--- config.mk ---
export PLATFORM = sky130hd
export DESIGN_NAME = alarm_timer
export DESIGN_NICKNAME = d
export VERILOG_FILES = /design/src/rtl/alarm_timer.sv
export SDC_FILE = /design/constraint.sdc
export NUM_CORES = 1
export LEC_CHECK = 0
export ABC_AREA = 1
export CAP_MARGIN = 20
export CORE_ASPECT_RATIO = 1.25
export CORE_MARGIN = 2
export CORE_UTILIZATION = 56
export CTS_CLUSTER_DIAMETER = 50
export DETAILED_ROUTE_END_ITERATION = 8
export PLACE_DENSITY = 0.77
export SLEW_MARGIN = 30
export SYNTH_ARGS = -nofsm -noshare
export SYNTH_HDL_FRONTEND = slang
export SYNTH_SLANG_ARGS = --single-unit
--- constraint.sdc ---
create_clock -name i_clk -period 2.1 [get_ports i_clk]
set_clock_uncertainty 0.2 [all_clocks]
set_input_delay 0.42 -clock i_clk [delete_from_list [all_inputs] [get_ports i_clk]]
set_output_delay 0.42 -clock i_clk [all_outputs]
set_load 0.01 [all_outputs]
--- src/rtl/alarm_timer.sv ---
// alarm_timer: seconds countdown timer for the alarm sequencer.
//   Four 4-bit duration registers (arm, driver, passenger, alarm-on) can be
//   reprogrammed at run time. A start request loads the selected duration
//   and counts it down once per one-second tick. A one-cycle expired pulse
//   marks the end of the countdown.
//
// Ports:
//   i_clk            system clock, all state changes on its rising edge
//   i_reset          synchronous active-high reset
//   i_start_timer    one-cycle request to load and start (or restart) the countdown
//   i_interval       duration select: 00 arm, 01 driver, 10 passenger, 11 alarm-on
//   i_reprogram      one-cycle strobe writing i_time_value into the selected register
//   i_time_param_sel register to reprogram, same encoding as i_interval
//   i_time_value     new duration in seconds (0-15)
//   o_expired        one-cycle pulse when the countdown reaches zero
//   o_one_hz         one-cycle tick, only while counting
//   o_remaining      seconds left in the current countdown
//   o_busy           high while counting
//
// Build option: define ALARM_TIMER_FASTSIM_EN to shorten the one-second
// tick to 8 clocks for simulation; otherwise a tick is CLK_HZ clocks.
//
// State table:
//   S_IDLE | divider held at 0, remaining holds its value
//   S_RUN  | divider counting, remaining decremented once per tick

module alarm_timer #(
  parameter int CLK_HZ      = 27000000,
  parameter int T_ARM       = 6,
  parameter int T_DRIVER    = 8,
  parameter int T_PASSENGER = 15,
  parameter int T_ALARM     = 10
) (
  input  logic       i_clk,
  input  logic       i_reset,
  input  logic       i_start_timer,
  input  logic [1:0] i_interval,
  input  logic       i_reprogram,
  input  logic [1:0] i_time_param_sel,
  input  logic [3:0] i_time_value,
  output logic       o_expired,
  output logic       o_one_hz,
  output logic [3:0] o_remaining,
  output logic       o_busy
);

`ifdef ALARM_TIMER_FASTSIM_EN
  localparam int N_DIV = 8;
`else
  localparam int N_DIV = CLK_HZ;
`endif
  localparam int DIV_W = (N_DIV > 1) ? $clog2(N_DIV) : 1;
  localparam logic [DIV_W-1:0] DIV_LAST = DIV_W'(N_DIV - 1);

  typedef enum logic {
    S_IDLE = 1'b0,
    S_RUN  = 1'b1
  } state_t;

  state_t           r_state;
  state_t           w_state_nxt;
  logic [DIV_W-1:0] r_div;
  logic [DIV_W-1:0] w_div_nxt;
  logic [3:0]       r_remaining;
  logic [3:0]       w_remaining_nxt;
  logic             r_expired;
  logic             w_expired_nxt;
  logic [3:0]       r_dur [4];
  logic             w_tick;
  logic [3:0]       w_load_val;

  assign w_tick     = (r_state == S_RUN) && (r_div == DIV_LAST);
  // Read before any same-edge reprogram lands, so a simultaneous start
  // loads the previous duration.
  assign w_load_val = r_dur[i_interval];

  always_ff @(posedge i_clk) begin
    if (i_reset) begin
      r_state     <= S_IDLE;
      r_div       <= '0;
      r_remaining <= '0;
      r_expired   <= 1'b0;
    end else begin
      r_state     <= w_state_nxt;
      r_div       <= w_div_nxt;
      r_remaining <= w_remaining_nxt;
      r_expired   <= w_expired_nxt;
    end
  end

  always_ff @(posedge i_clk) begin
    if (i_reset) begin
      r_dur[0] <= 4'(T_ARM);
      r_dur[1] <= 4'(T_DRIVER);
      r_dur[2] <= 4'(T_PASSENGER);
      r_dur[3] <= 4'(T_ALARM);
    end else if (i_reprogram) begin
      r_dur[i_time_param_sel] <= i_time_value;
    end
  end

  always_comb begin
    w_state_nxt     = r_state;
    w_div_nxt       = r_div;
    w_remaining_nxt = r_remaining;
    w_expired_nxt   = 1'b0;

    if (i_start_timer) begin
      // Start overrides any tick in the same cycle.
      w_div_nxt       = '0;
      w_remaining_nxt = w_load_val;
      if (w_load_val == 4'd0) begin
        // Nothing to count: report expiry immediately, never enter RUN.
        w_state_nxt   = S_IDLE;
        w_expired_nxt = 1'b1;
      end else begin
        w_state_nxt   = S_RUN;
      end
    end else if (r_state == S_RUN) begin
      if (w_tick) begin
        w_div_nxt = '0;
        if (r_remaining > 4'd1) begin
          w_remaining_nxt = r_remaining - 4'd1;
        end else begin
          // Last second elapsed; also guards against wrapping below zero.
          w_remaining_nxt = 4'd0;
          w_expired_nxt   = 1'b1;
          w_state_nxt     = S_IDLE;
        end
      end else begin
        w_div_nxt = r_div + 1'b1;
      end
    end else begin
      w_div_nxt = '0;
    end
  end

  assign o_expired   = r_expired;
  assign o_one_hz    = w_tick;
  assign o_remaining = r_remaining;
  assign o_busy      = (r_state == S_RUN);

endmodule

==> key figures <==
Power
  – Power Density: 608 nW/um^2
  – Worst vdd ir: 0.443 mV
  – NetSw: 0.000433 W
  – Comb pwr share: 10.4%
  – Switching share of power: 23.4%
  – Flop pwr share: 53.5%
  – Static Leak: 1.22 nW
  – Int Pwr: 0.00142 W
  – Clock network power share: 36.1%

STA
  – Period utilization: 94.2%
  – Slew headroom: 65.8%
  – Endpoints failing hold: 0
  – Slew Viols, Final: 0
  – Unrepaired setup endpoints after global routing: false
  – Final min period: 1.98 ns
  – Worst slew pin tran: 0.508 ns
  – Highest Clock Rate: 506 MHz
  – Fin Setup TNS: 0 ns
  – Setup Viol. Count Final: 0

Clock tree
  – Total CTS buffers: 5
  – Setup Buffers After CTS: 0
  – Maximum root-to-sink buffer count: 2
  – Clock latency on the worst-skew pair: 0.30 ns
  – CTS root buf: clkbuf_8
  – Htree depth: 2
  – CTS tree: built
  – Clock Sinks: 47
  – CTS clk-pin slew, worst paths: 0.09 ns
  – # hold bufs at CTS: 0

Die
  – Die H: 78.0 um
  – Effective utilization at floorplan: 58.9%
  – Top-level I/O count: 19
  – Die area: 4930 sq um
  – Standard-cell rows: 26
  – Chip Width: 63.2 um
  – Core ar.: 4160 sq um

Setup path
  – Reg2reg path depth: 9
  – Arr. time, crit path: 1.78 ns
  – Critical Path RT: 1.90 ns
  – CP max FO: 4
  – Crit end category: register
  – WS Path Type: primary input to register
  – Worst setup SP type: primary input

Hold path
  – Hold Path Depth: 2
  – Worst min path class: register to register

Synthesis
  – Post-synthesis sequential area ratio: 44.9%
  – Mapped Avg Cell Area: 7.19 sq um
  – Number of synthesized register bits: 47
  – YS warnings: 0
  – Post-synth net total: 356
  – Syn Inst Count: 341
  – Post-Synthesis Cell Area: 2450 sq um
  – Cell variety after synth: 26

Drt
  – Vias: 2216
  – DR vias/cell: 4.92
  – Initial DRC Count: 64
  – Routed WL: 5170 um
  – Met1 Wirelength: 2090 um
  – Highest Signal Layer: met4
  – WL met3: 168 um
  – Avg WL per Cell: 11.5 um
  – Antenna viol nets, final: 0
  – Initial DRT Pass Iterations: 4
  – DRC: 0
  – Metal2 WL: 2820 um

Cells and area
  – Layout net count: 408
  – Layout cell share with drive strength beyond 1: 13.7%
  – Non-Filler Instances: 450
  – Area grow syn2layout: 24.1%
  – Ant diodes: 0
  – Design area: 3040 sq um
  – Post-layout util: 73.1%
  – Most frequent cells in the layout: nand2_1, nor2_1, inv_1, dfxtp_1, buf_4
  – Most common cell after layout, fill and taps aside: nand2_1

Job
  – Maximum Capacitance Violations: 0

GRT
  – GRT overflow: 0
  – Antenna violations before repair: 0
  – Largest net degree at the start of global routing: 26
  – Global-route wire length before repair: 9090 um
  – Total GRT Usage: 23.5%
  – Number of global-route vias before repair: 2210

Status
  – Status: finished clean

Place
  – Input/output buffers: 18
  – Detail Placement HPWL: 3930 um
  – GP Congestion: 0.827
  – # placed instances: 442
  – Placed inst area: 2920 sq um
path summary, 6_finish.rpt:
| path | start | end | slack (ns) |
|---|---|---|---|
| hold / removal | r_div[0]$_SDFF_PP0_ | r_div[0]$_SDFF_PP0_ | 0.33 |
| setup reg to reg | o_remaining[0]$_SDFFE_PP0P_ | o_remaining[3]$_SDFFE_PP0P_ | 0.23 |
| hold reg to reg | r_div[0]$_SDFF_PP0_ | r_div[0]$_SDFF_PP0_ | 0.33 |
| setup / recovery | i_reprogram | r_dur[0][2]$_SDFFCE_PN1P_ | 0.12 |
critical path, stage by stage:
cell and delay [ns]:
clkdlybuf4s50_1 0.45, inv_1 0.05, nor2_1 0.14, inv_1 0.10, nor2_1 0.14, inv_1 0.10, nor2_2 0.14, inv_1 0.08
nand2_1 0.16
synth_stat cells:
cell type | n | area share, %
nand4_1 | 3 | 0.77
o21ai_0 | 5 | 1.0
nand2_1 | 97 | 15
xor2_1 | 7 | 2.5
nor3_1 | 4 | 0.82
nand3b_1 | 2 | 0.61
clkinv_1 | 1 | 0.15
o211ai_1 | 1 | 0.31
o21bai_1 | 1 | 0.31
nand4_4 | 1 | 0.87
nand3_1 | 25 | 5.1
nor2_2 | 4 | 1.0
edfxtp_1 | 16 | 20
ha_1 | 3 | 1.5
nor2_1 | 75 | 11
nor2_4 | 1 | 0.46
inv_1 | 43 | 6.6
clkbuf_1 | 1 | 0.15
buf_2 | 1 | 0.20
a211oi_1 | 1 | 0.31
nand2_2 | 2 | 0.51
buf_6 | 2 | 0.92
dfxtp_1 | 31 | 25
xnor2_1 | 9 | 3.2
nand3_2 | 2 | 0.82
a21oi_1 | 3 | 0.61
per-layer routing:
layer | global-route usage (%) | up-vias
met2 | 46.7 | 38
li1 | - | 1160
met3 | 4.06 | 11
met5 | 0 | -
met4 | 8.91 | 0
met1 | 23.7 | 1007
sequential cells by signal, indices dropped and copies added (netlist names):
register,flops
o_busy,1
o_expired,1
o_remaining,4
r_div,25
r_dur,16
metrics by stage:
step / power (W) / hold slack (ns) / setup slack, ns
2_1_floorplan: 0.00112 / 0.217 / 0.329
3_3_place_gp: 0.00120 / 0.297 / -0.0616
3_5_place_dp: 0.00120 / 0.311 / -0.193
4_1_cts: 0.00186 / 0.329 / 0.00483
5_1_grt: 0.00192 / 0.350 / 0.0122
6_report: 0.00185 / 0.328 / 0.122
repair_timing:
action,in CTS,in global routing
gates resized for setup,4,5
pin swaps,1,2
setup endpoints to repair,1,5
kinds of logic (layout without fill, tap and decap cells):
group,after synthesis,after routing,share of synthesized area (%)
buffers and inverters,48,101,8.01
adders and majority gates,3,3,1.53
and+or+nand+nor,216,216,37.3
xor gates and xnor gates,16,16,5.71
AOI/OAI and AO/OA,11,11,2.55
DFF,47,47,44.9
power groups by stage:
stage	Clock, W	Sequential [W]	Combinational (W)
after global placement	0	0.00101	0.000186
after CTS	0.000680	0.000991	0.000193
after detailed placement	0	0.00101	0.000192
after floorplan	0	0.00101	0.000102
after global routing	0.000712	0.000997	0.000216
final	0.000668	0.000992	0.000192
final cells by class:
cell class | count | area [sq um]
clock inverters | 3 | 43.8
inverters | 44 | 165
well taps | 56 | 70.1
repair buffers | 49 | 420
fillers | 357 | 1120
clock buffers | 5 | 68.8
flip-flops and latches | 47 | 1100
multi-input cells | 246 | 1170
Note: power is estimated with default switching activity, not from simulation.
